<file path="src/rtl/buffer_pkg.sv">
// Shared types for the sample buffer: the sample word, the read FSM states
// and the arbiter priority token.
package buffer_pkg;

  typedef logic [15:0] pkt_t;

  localparam int DEFAULT_DEPTH = 16;

  typedef enum logic {IDLE, RD_WAIT} state_t;
  typedef enum logic {WRITE, READ}   prio_t;

endpackage

</file>
<file path="src/rtl/sample_spram.sv">
// Single-port sample RAM, one access per cycle, registered read data.
// Written so synthesis can map it straight onto a block RAM.
module sample_spram
  import buffer_pkg::*;
#(
  parameter  int DEPTH  = DEFAULT_DEPTH,
  localparam int ADDR_W = $clog2(DEPTH)
) (
  input  logic              clk,
  input  logic              we_i,
  input  logic [ADDR_W-1:0] addr_i,
  input  pkt_t              wdata_i,
  output pkt_t              rdata_o
);

  pkt_t mem [DEPTH];
  pkt_t rdata_q;

  always_ff @(posedge clk) begin
    if (we_i) mem[addr_i] <= wdata_i;
    rdata_q <= mem[addr_i];
  end

  assign rdata_o = rdata_q;

endmodule

</file>
<file path="src/rtl/sample_buf_ctrl.sv">
// FIFO controller sharing one single-port sample RAM between producer and
// consumer, with a registered valid/ready read port.
//
//   state   | meaning
//   IDLE    | no RAM read outstanding; a read may be granted
//   RD_WAIT | RAM read issued last cycle; load its data into the output reg
module sample_buf_ctrl
  import buffer_pkg::*;
#(
  parameter  int DEPTH  = DEFAULT_DEPTH,
  localparam int ADDR_W = $clog2(DEPTH)
) (
  input  logic            clk,
  input  logic            reset,
  input  logic            flush,
  input  logic            wr_valid,
  input  pkt_t            wr_data,
  output logic            wr_ready,
  output logic            rd_valid,
  output pkt_t            rd_data,
  input  logic            rd_ready,
  output logic [ADDR_W:0] level,
  output logic            full,
  output logic            empty
);

  localparam logic [ADDR_W:0] DEPTH_C = (ADDR_W+1)'(DEPTH);

  state_t            state_q, state_d;
  prio_t             prio_q, prio_d;
  logic [ADDR_W-1:0] wr_ptr_q, wr_ptr_d;
  logic [ADDR_W-1:0] rd_ptr_q, rd_ptr_d;
  logic [ADDR_W:0]   count_q, count_d;
  logic              rd_valid_q, rd_valid_d;
  pkt_t              rd_data_q, rd_data_d;

  logic              clear;
  logic              rd_req, wr_req;
  logic              grant_wr, grant_rd;
  logic              ram_we;
  logic [ADDR_W-1:0] ram_addr;
  pkt_t              ram_rdata;

  assign clear  = reset | flush;
  assign rd_req = (state_q == IDLE) && (count_q != '0) && (!rd_valid_q || rd_ready);
  assign wr_req = wr_valid && (count_q < DEPTH_C);

  // Contested cycles go to the priority holder; uncontested ones just win.
  assign grant_wr = wr_req && (!rd_req || (prio_q == WRITE));
  assign grant_rd = rd_req && (!wr_req || (prio_q == READ));

  assign ram_we   = grant_wr && !clear;
  assign ram_addr = grant_wr ? wr_ptr_q : rd_ptr_q;

  sample_spram #(.DEPTH(DEPTH)) u_ram (
    .clk     (clk),
    .we_i    (ram_we),
    .addr_i  (ram_addr),
    .wdata_i (wr_data),
    .rdata_o (ram_rdata)
  );

  always_comb begin
    state_d    = state_q;
    prio_d     = prio_q;
    wr_ptr_d   = wr_ptr_q;
    rd_ptr_d   = rd_ptr_q;
    count_d    = count_q;
    rd_valid_d = rd_valid_q;
    rd_data_d  = rd_data_q;

    if (grant_wr) wr_ptr_d = wr_ptr_q + ADDR_W'(1);
    if (grant_rd) begin
      rd_ptr_d = rd_ptr_q + ADDR_W'(1);
      state_d  = RD_WAIT;
    end

    case ({grant_wr, grant_rd})
      2'b10:   count_d = count_q + (ADDR_W+1)'(1);
      2'b01:   count_d = count_q - (ADDR_W+1)'(1);
      default: count_d = count_q;
    endcase

    if (wr_req && rd_req) prio_d = (prio_q == WRITE) ? READ : WRITE;

    // A read is only granted once the output reg is free or being consumed,
    // so the load below never overwrites an unconsumed word.
    if (state_q == RD_WAIT) begin
      rd_data_d  = ram_rdata;
      rd_valid_d = 1'b1;
      state_d    = IDLE;
    end else if (rd_valid_q && rd_ready) begin
      rd_valid_d = 1'b0;
    end
  end

  always_ff @(posedge clk) begin
    if (clear) begin
      state_q    <= IDLE;
      prio_q     <= WRITE;
      wr_ptr_q   <= '0;
      rd_ptr_q   <= '0;
      count_q    <= '0;
      rd_valid_q <= 1'b0;
      rd_data_q  <= '0;
    end else begin
      state_q    <= state_d;
      prio_q     <= prio_d;
      wr_ptr_q   <= wr_ptr_d;
      rd_ptr_q   <= rd_ptr_d;
      count_q    <= count_d;
      rd_valid_q <= rd_valid_d;
      rd_data_q  <= rd_data_d;
    end
  end

  assign wr_ready = (count_q < DEPTH_C) && !(rd_req && (prio_q == READ));
  assign rd_valid = rd_valid_q;
  assign rd_data  = rd_data_q;
  assign level    = count_q + (ADDR_W+1)'(state_q == RD_WAIT) + (ADDR_W+1)'(rd_valid_q);
  assign full     = (count_q == DEPTH_C);
  assign empty    = (level == '0);

endmodule

</file>
<file path="config.mk">
export PLATFORM = sky130hd
export DESIGN_NAME = sample_buf_ctrl
export DESIGN_NICKNAME = d
export VERILOG_FILES = /design/src/rtl/buffer_pkg.sv /design/src/rtl/sample_spram.sv /design/src/rtl/sample_buf_ctrl.sv
export SDC_FILE = /design/constraint.sdc
export NUM_CORES = 1
export LEC_CHECK = 0
export ABC_AREA = 1
export CAP_MARGIN = 20
export CORE_MARGIN = 5
export CORE_UTILIZATION = 45
export DETAILED_ROUTE_END_ITERATION = 10
export SETUP_SLACK_MARGIN = 0.5
export SYNTH_ARGS = -nofsm -noshare
export SYNTH_HDL_FRONTEND = slang
export SYNTH_HIERARCHICAL = 1
export SYNTH_SLANG_ARGS = --single-unit
</file>
<file path="constraint.sdc">
create_clock -name clk -period 9.45 [get_ports clk]
set_input_delay 2.3625 -clock clk [delete_from_list [all_inputs] [get_ports clk]]
set_output_delay 2.3625 -clock clk [all_outputs]
set_load 0.01 [all_outputs]
</file>
After elaboration in Yosys (flattened, before gate mapping)
Memory sizes are Yosys's and may differ from the RTL's. A register that Yosys moved wholly into a read port is not among the register bits.
Cells that the tools add are included.
{"block": "op_classes", "bitwise_logic": 3, "n_eq_ne": 3, "order_cmp": 1, "n_addsub": 6, "n_reduce_logical": 23, "muxes": 8}
{"operator": "5-bit by 1-bit adder with 5-bit output", "count": 2}
{"operator": "1-bit logical AND", "count": 10}
{"operator": "5-bit case mux with 2 select lines", "count": 1}
{"operator": "4-bit by 1-bit adder with 4-bit output (second input constant)", "count": 2}
{"operator": "1-bit 2-to-1 mux", "count": 6}
{"operator": "5-bit by 1-bit adder with 5-bit output (second input constant)", "count": 1}
{"operator": "5-bit == test (second input constant)", "count": 1}
{"operator": "1-bit logical NOT", "count": 5}
{"operator": "5-bit logical NOT", "count": 1}
{"operator": "5-bit less-than comparator (second input constant)", "count": 1}
{"operator": "5-bit nonzero test", "count": 1}
{"operator": "5-bit by 1-bit subtractor with 5-bit output (second input constant)", "count": 1}
{"operator": "4-bit 2-to-1 mux", "count": 1}
{"operator": "2-bit nonzero test", "count": 2}
{"operator": "1-bit logical OR", "count": 3}
{"operator": "2-bit by 1-bit == test with 1-bit output (second input constant)", "count": 1}
{"operator": "2-bit == test (second input constant)", "count": 1}
{"operator": "1-bit NOT", "count": 2}
{"operator": "2-bit OR reduction", "count": 1}
{"operator": "1-bit bitwise OR", "count": 1}
{"block": "word_totals", "ramBits": 256, "n_memories": 1, "out_inout_bits": 25, "regBits": 32}
{"name": "u_ram.mem", "words": 16, "word_bits": 16, "read_ports": 1, "rd_ports_with_merged_regs": 1, "write_ports": 1, "line": "sample_spram.sv:16", "text": "pkt_t mem [DEPTH];"}

Depth between registers and ports, before layout
Gate-level depths: netlist of run 1.
{"block": "logic_depth", "ltp_word": 9, "mapped_depth": 19, "mapped_depth_nobuf": 17}

Modules after synthesis
The synthesis of run 1 kept the hierarchy.
{"module": "sample_spram", "n_inst": 1, "cells_per_inst": 1070, "area_each_um2": 11151.9}
{"module": "sample_buf_ctrl", "n_inst": 1, "cells_per_inst": 227, "area_each_um2": 1637.8}

Least setup slack after synthesis of run 1
OpenSTA, ideal clock, no wires.
{"block": "synth_timing", "kind": "input port to output port", "from": "in rd_ready", "to": "out wr_ready", "path_slack_ps": 4281, "arrival_time_ps": 2807, "cell_stages": 5, "path_cell_list": "nor2_1 > nor2_4 > nand3_4 > nand2_1 > inv_1"}
{"block": "synth_via", "elab_chain_len": 5}
{"element": "start: declaration", "line": "sample_buf_ctrl.sv:21", "text": "input logic rd_ready,"}
{"element": "1-bit logical OR", "line": "sample_buf_ctrl.sv:45", "text": "assign rd_req = (state_q == IDLE) && (count_q != '0) && (!rd_valid_q || rd_ready);"}
{"element": "1-bit logical AND", "line": "sample_buf_ctrl.sv:45"}
{"element": "1-bit logical AND", "line": "sample_buf_ctrl.sv:117", "text": "assign wr_ready = (count_q < DEPTH_C) && !(rd_req && (prio_q == READ));"}
{"element": "1-bit logical NOT", "line": "sample_buf_ctrl.sv:117"}
{"element": "1-bit logical AND", "line": "sample_buf_ctrl.sv:117"}
{"element": "end: declaration", "line": "sample_buf_ctrl.sv:18", "text": "output logic wr_ready,"}
No other way between the ends.

Worst setup path in the final report of run 1
Same ends and word-level chain as after synthesis.

==> summary.md, run 1 <==
| Metric | Value |
|---|---|
| CTS tree | `done` |
| Total wire length | `30.1 mm` |
| Drt pass-1 iters | `5` |
| R2R Setup Slk | `5.20 ns` |
| Slew at the pin with the worst max-slew slack | `1.06 ns` |
| WP data arrival | `3.76 ns` |
| Final setup viols | `0` |
| Number of vias per cell | `4.93` |
| GR Util met1 | `26.7%` |
| H-tree levels | `2` |
| # diodes | `0` |
| Sequential area share after synthesis | `67.6%` |
| Gr ovfl total | `0` |
| WP depth | `7` |
| Syn_nets | `1326` |
| CP cell instances | `clkdlybuf4s50_1, nor2_1, nor2_4, nand3_4, nand2_1, inv_1, clkdlybuf4s50_1` |
| Largest net degree at the start of global routing | `98` |
| Crit Path Max Fanout | `5` |
| Met3 GRT Util | `3.45%` |
| CTS Hold Buffers Added | `0` |
| Crit path max-delay family | `buffers and inverters` |
| Met2 Usage GRT | `31.9%` |
| GR peak layer | `met2` |
| Dpl cell area | `13400 um2` |
| Fraction of registers with async set/reset | `0%` |
| HPWL Detailed | `18.3 mm` |
| Reg2reg end | `u_ram/mem[8][12]` |
| CP max stage cell | `clkdlybuf4s50_1` |
| Final ANT Viol Nets | `0` |
| Setup crit end kind | `output pin` |
| Number of port buffers | `45` |
| Die height | `179 um` |
| Worst vdd ir | `0.000151 V` |
| Synth cell types | `31` |
| Vias in the first global route | `8337` |
| Root Buffer | `clkbuf_16` |
| Setup Crit Path Kind | `input port to output pin` |
| Status | `complete, no violations` |
| Simple logic cell fraction of the synthesized area | `24.6%` |
| CTS Buf Count | `34` |
| Synth Area per Inst | `9.86 um2` |
| Period utilisation layout | `64.8%` |
| Switching share of power | `28.1%` |
| # Post-CTS Setup Buffers | `0` |
| Leakage | `6.00 nW` |
| Clock slew at reported path FFs | `0.06 ns` |
| Seq pwr share | `44.1%` |
| Drt drc | `0` |
| Post-synthesis mux area share | `0%` |
| DR iter-0 viols | `621` |
| FMAX | `163 MHz` |
| Buf/Inv on CP | `3` |
| Crit path capture | `wr_ready` |
| Clock period minus worst slack | `6.12 ns` |
| Critical Path Source | `rd_ready` |
| Mapped Area | `12800 um2` |
| Average wire per standard cell | `17.4 um` |
| Psw | `0.968 mW` |
| Syn-to-layout area delta | `13.9%` |
| R2R depth | `11` |
| Share of layout cells above drive strength 1 | `6.73%` |
| Post-synthesis xor/xnor area fraction | `0.616%` |
| Multi-input gate area | `3580 um2` |
| FP Rows | `61` |
| Max incr delay on CP | `0.52 ns` |
| Effective utilization at floorplan | `45.8%` |
| Fillcell total | `2588` |
| Core area | `27900 um2` |
| Synth Register Bits | `304` |
| Die W | `179 um` |
| Power per standard cell area | `236 nW/um2` |
| Worst-skew pair later-pin latency | `0.51 ns` |
| Cells after DPL | `1670` |
| RD Place Congestion | `0.854` |
| Combinational power share | `17.8%` |
| Overall Global Routing Usage | `19.4%` |
| Clock Power Share | `38.0%` |
| RSZ-0062 raised after global routing | `false` |
| Clock buffer depth | `3` |
| Max-slew violations | `0` |
| Post-synth EDFFs | `256` |
| Layout Nets | `1357` |
| Reg2reg start | `state_q` |
| Count of warnings emitted by yosys | `6` |
| First-pass GRT wire length | `46.9 mm` |
| Worst slew margin | `29.1%` |
| Die area | `31900 um2` |
| Worst Skew | `0.0167 ns` |
| Compound-Gate Fraction of Synth Area | `1.52%` |
| I/O Pins | `46` |
| Crit start category | `input port` |
| Initial antenna violation count | `0` |
| CP Data Required Time | `7.09 ns` |
| Final setup TNS | `0 ns` |
| Largest family of logic cells by synthesized area | `simple AND/OR/NAND/NOR gates` |
| MaxCap Viol Count | `0` |
| Final instance area | `14600 um2` |
| Cells after Synth | `1297` |
| Total clock sinks | `304` |
| Post-Synth Adder-Cell Area | `0.841%` |
| Routed vias | `8526` |
| Crit-path most repeated cell | `clkdlybuf4s50_1` |
| Post-CTS sizing | `0` |
| FF/Latch Area | `8650 um2` |
| Dominant synthesized flop cell | `edfxtp_1` |
| Min-Delay Path Class | `flop to flop` |
| Final Hold Viols | `0` |
| Pint | `2.47 mW` |
| Fin cells | `1731` |
| Post-layout util | `52.2%` |
cells by family (layout without fill, tap and decap cells):
| logic type | Yosys count | count (layout) |
|---|---|---|
| buffers and inverters | 120 | 176 |
| flip-flops | 304 | 304 |
| XOR/XNOR | 9 | 9 |
| AND/OR/NAND/NOR | 819 | 819 |
| AO/OA/AOI/OAI | 37 | 37 |
| adder cells (fa/ha/maj) | 8 | 8 |
power by group through the flow:
stage	Sequential [mW]	Clock (mW)	Combinational, mW
after floorplan	1.54	0	0.462
after global placement	1.55	0	0.614
after detailed placement	1.55	0	0.620
after CTS	1.52	1.34	0.622
after global routing	1.52	1.40	0.701
final	1.52	1.31	0.614
routing by layer:
| metal | wire [um] | share of wire [%] |
|---|---|---|
| met1 | 13200 | 44 |
| met3 | 1780 | 5.9 |
| met2 | 14500 | 48 |
| met4 | 596 | 2.0 |
| met5 | 0 | 0 |
Yosys cell counts, types with 2 or more instances:
master	count	area, um2
buf_2	29	145
buf_6	13	146
nand2_2	2	12.5
edfxtp_1	256	7690
buf_4	4	30.0
o21ai_1	2	10.0
nor2_1	30	113
ha_1	7	87.6
nand3_1	17	85.1
nor2_4	2	22.5
inv_2	2	7.51
a21oi_1	29	145
dfxtp_1	48	961
clkbuf_1	8	30.0
xor2_1	7	61.3
nand2_1	761	2860
xnor2_1	2	17.5
inv_1	61	229
o21ai_0	3	15.0
nor2_2	3	18.8
worst reg2reg max path, cell delays in order (launching register included):
cell and delay [ns]:
dfxtp_1 0.51, nor2_4 0.24, nand3_4 0.11, nand2_2 0.19
inv_1 0.12, nand2_1 0.09, nand2_2 0.05, buf_4 0.33
inv_2 0.59, buf_4 0.47, nand3_1 0.37, nor2_2 0.80
cells in the final DEF, fill, tap and decap left out, drive strengths merged:
| cell | instances |
|---|---|
| fa | 1 |
| clkinv | 14 |
| nand3 | 19 |
| nor3 | 1 |
| o21ai | 5 |
| ha | 7 |
| clkinvlp | 1 |
| nand2 | 763 |
| clkbuf | 46 |
| o21a | 1 |
| xnor2 | 2 |
| buf | 5 |
| o21bai | 1 |
| nand3b | 1 |
| a21oi | 30 |
| dfxtp | 48 |
| clkdlybuf4s50 | 45 |
| inv | 64 |
| xor2 | 7 |
| nor2 | 35 |
| bufinv | 1 |
| edfxtp | 256 |
stage by stage:
| stage | setup slack (ns) | power (mW) | hold slack, ns |
|---|---|---|---|
| after floorplan | 4.28 | 2.00 | 0.422 |
| final | 3.33 | 3.44 | 0.450 |
| after detailed placement | 2.91 | 2.17 | 0.442 |
| after global placement | 2.96 | 2.16 | 0.441 |
| after CTS | 3.30 | 3.48 | 0.452 |
| after global routing | 3.07 | 3.62 | 0.454 |
worst min-delay path by stage:
stage | start | end | cells after the start
2_1_floorplan | u_ram/rdata_o[1] | rd_data[1] | 2
3_3_place_gp | u_ram/rdata_o[13] | rd_data[13] | 2
3_5_place_dp | u_ram/rdata_o[0] | rd_data[0] | 2
4_1_cts | u_ram/rdata_o[5] | rd_data[5] | 2
5_1_grt | u_ram/rdata_o[5] | rd_data[5] | 2
6_report | u_ram/rdata_o[13] | rd_data[13] | 2
sequential cells by signal, summed over array words and instances (netlist names):
| register | flops |
|---|---|
| u_ram/mem | 256 |
| u_ram/rdata_o | 16 |
| prio_q | 1 |
| state_q | 1 |
| wr_ptr_q | 4 |
| rd_ptr_q | 4 |
| rd_data | 16 |
| count_q | 5 |
| rd_valid | 1 |
final cells by class:
class	instances	area share, %
sequential	304	59.4
multi-input combinational	873	24.6
clock buffer	46	7.09
timing repair buffer	50	3.35
tap	378	3.25
inverter	65	1.69
clock inverter	15	0.696
No activity file was read; power rests on OpenSTA's default activity.
==> run 2, diff against run 1 <==
==> constraint.sdc (replaced) <==
create_clock -name clk -period 5.7 [get_ports clk]
set_input_delay 1.425 -clock clk [delete_from_list [all_inputs] [get_ports clk]]
set_output_delay 1.425 -clock clk [all_outputs]
set_load 0.01 [all_outputs]
==> run 2 against run 1 <==
Effect of this change: first-iteration DRC count decreased by 0.16%; register-to-register slack got worse by 2.9 ns; critical path depth increased by 1; non-clock buffer count increased by 16; count of clock-buffer cells in the layout decreased by 3; worst setup slack got worse by 2.5 ns; critical path type is now flop to output pin; critical endpoint is now empty; largest cell class unchanged; largest power group unchanged.
==> summary.md, run 2 (same netlist as run 1, synthesis figures left out) <==
| Metric | Value |
|---|---|
| Wire length on met2 | `13.6 mm (-6.5%)` |
| DR iter-0 viols | `620 (-0.16%)` |
| Clock buffer depth | `3 (unchanged)` |
| Dpl cell area | `13600 um2 (+1.1%)` |
| Slew at the pin with the worst max-slew slack | `1.06 ns (-0.000742 ns)` |
| H-tree levels | `2 (unchanged)` |
| Clock period minus worst slack | `4.85 ns` |
| Multi-input gate area | `3580 um2 (unchanged)` |
| Average wire per standard cell | `16.5 um (-5.2%)` |
| Power per standard cell area | `381 nW/um2 (+61%)` |
| Initial antenna violation count | `0 (unchanged)` |
| # diodes | `0 (unchanged)` |
| Drt drc | `0 (unchanged)` |
| Cells after DPL | `1686 (+0.96%)` |
| Die area | `31900 um2 (unchanged)` |
| CTS Buf Count | `34 (unchanged)` |
| Routed vias | `8485 (-0.48%)` |
| Largest Register | `u_ram/mem` |
| Final ANT Viol Nets | `0 (unchanged)` |
| Crit start category | `flop` |
| Die W | `179 um (unchanged)` |
| Total clock sinks | `304 (unchanged)` |
| Overall Global Routing Usage | `18.5% (-0.93 points)` |
| Total wire length | `28.8 mm (-4.4%)` |
| CTS tree | `done` |
| Setup Crit Path Kind | `flop to output pin` |
| # Post-CTS Setup Buffers | `0 (unchanged)` |
| Vias in the first global route | `8085 (-3.0%)` |
| Tot Pwr | `5.57 mW (+62%)` |
| I/O Pins | `46 (unchanged)` |
| Number of flip-flops in the largest register | `256 (unchanged)` |
| Final Hold Viols | `0 (unchanged)` |
| Root Buffer | `clkbuf_16` |
| RD Place Congestion | `0.828 (-3.1%)` |
| Post-layout util | `52.4% (+0.20 points)` |
| Crit Path Max Fanout | `18 (+13)` |
| FF/Latch Area | `8650 um2 (unchanged)` |
| Largest net degree at the start of global routing | `118 (+20%)` |
| Syn-to-layout area delta | `14.4%` |
| PnR worst setup slack | `0.846 ns (-2.48 ns)` |
| Share of layout cells above drive strength 1 | `7.17% (+0.44 points)` |
| Worst Skew | `0.0199 ns (+0.00317 ns)` |
| Dpl ws | `0.925 ns (-1.98 ns)` |
| Max-slew violations | `0 (unchanged)` |
| Final instance area | `14600 um2 (+0.39%)` |
| WP data arrival | `3.43 ns (-0.33 ns)` |
| Effective utilization at floorplan | `45.8% (unchanged)` |
| HPWL Detailed | `17.6 mm (-4.1%)` |
| DR WL met3 | `1.83 mm (+2.6%)` |
| Worst vdd ir | `0.000266 V (+76%)` |
| Worst slew margin | `29.1% (about the same)` |
| Gr ovfl total | `0 (unchanged)` |
| Number of port buffers | `45 (unchanged)` |
| RSZ-0062 raised after global routing | `false` |
| Most frequent cells in the layout | `nand2_1 (760), edfxtp_1 (256), inv_1 (60)` |
| WHS | `0.449 ns (-0.000466 ns)` |
| Fillcell total | `2553 (-1.4%)` |
| Most common cell after layout, fill and taps aside | `nand2_1` |
| Highest routed layer | `met4` |
| Leakage | `6.03 nW (+0.59%)` |
| CP Data Required Time | `4.28 ns (-2.81 ns)` |
| Period utilisation layout | `85.2%` |
| FMAX | `206 MHz` |
| CTS Hold Buffers Added | `0 (unchanged)` |
| Min-Delay Path Class | `flop to flop` |
| Status | `complete, no violations` |
| Clock slew at reported path FFs | `0.06 ns (about the same)` |
| Routed met1 length | `13.0 mm (-1.6%)` |
| Final setup TNS | `0 ns (unchanged)` |
| Final setup viols | `0 (unchanged)` |
| FP Rows | `61 (unchanged)` |
| Fin cells | `1745 (+0.81%)` |
| First-pass GRT wire length | `45.6 mm (-2.8%)` |
| Die height | `179 um (unchanged)` |
| Setup crit end kind | `output pin` |
| MaxCap Viol Count | `0 (unchanged)` |
| Layout Nets | `1373 (+1.2%)` |
| Number of vias per cell | `4.86 (-1.3%)` |
| Worst-skew pair later-pin latency | `0.50 ns (about the same)` |
| Core area | `27900 um2 (unchanged)` |
| Drt pass-1 iters | `5 (unchanged)` |
## run 2: cell count changes in the layout (fill, tap and decap cells not counted), moves of 2 or more
cell / before / now
buf_4: 5 / 19
clkinv_2: 8 / 4
clkbuf_1: 3 / 7
buf_12: 0 / 2
clkbuf_8: 3 / 1
clkbuf_16: 39 / 35
clkinv_1: 5 / 8
## run 2: what timing repair did
action | in CTS | in global routing
hold endpoints to repair | 0 | 0
endpoints found under the setup margin | 0 | 1
resized for setup | 0 | 1
## run 2: cell type report
cell class,instances,share of cell area (%)
Tap cell,378,3.23
Clock buffer,43,6.26
Inverter,65,1.71
Clock inverter,16,0.864
Sequential cell,304,59.1
Timing Repair Buffer,66,4.33
Multi-Input combinational cell,873,24.5
## run 2: per-layer routing
| metal | track usage [%] | up-vias |
|---|---|---|
| met2 | 29.8 | 243 |
| met5 | 0 | - |
| met3 | 3.33 | 29 |
| met1 | 26.2 | 3981 |
| met4 | 4.32 | 0 |
| li1 | - | 4232 |
## run 2: path summary, 6_finish.rpt
kind                     start          endpoint  slack (ns)  cells past startpoint
max                    state_q             empty        0.85                      8
min reg2reg  u_ram/rdata_o[11]       rd_data[11]        0.45                      2
min          u_ram/rdata_o[11]       rd_data[11]        0.45                      2
max reg2reg            state_q  u_ram/mem[6][10]        2.29                      8
## run 2: where the power goes
| group | leakage, nW | switching (mW) | internal (mW) |
|---|---|---|---|
| combinational | 2.83 | 0.674 | 0.316 |
| clock | 0.508 | 0.823 | 1.22 |
| sequential | 2.70 | 0.0557 | 2.48 |
## run 2: critical path, cell delays in order, from the launching register on
cell	delay, ns
dfxtp_1	0.72
clkinvlp_4	0.48
fa_1	0.46
inv_1	0.08
ha_1	0.18
nand3_1	0.10
xor2_1	0.18
nor3_1	0.17
clkdlybuf4s50_1	0.56
==> run 3, diff against run 2 <==
--- a/config.mk
+++ b/config.mk
@@ -9,8 +9,10 @@
 export CAP_MARGIN = 20
 export CORE_MARGIN = 5
 export CORE_UTILIZATION = 45
+export CTS_CLUSTER_SIZE = 28
 export DETAILED_ROUTE_END_ITERATION = 10
 export SETUP_SLACK_MARGIN = 0.5
+export SLEW_MARGIN = 20
 export SYNTH_ARGS = -nofsm -noshare
 export SYNTH_HDL_FRONTEND = slang
 export SYNTH_HIERARCHICAL = 1
==> results of run 3 <==
No change in the layout: final DEF, timing and power equal those of run 2.
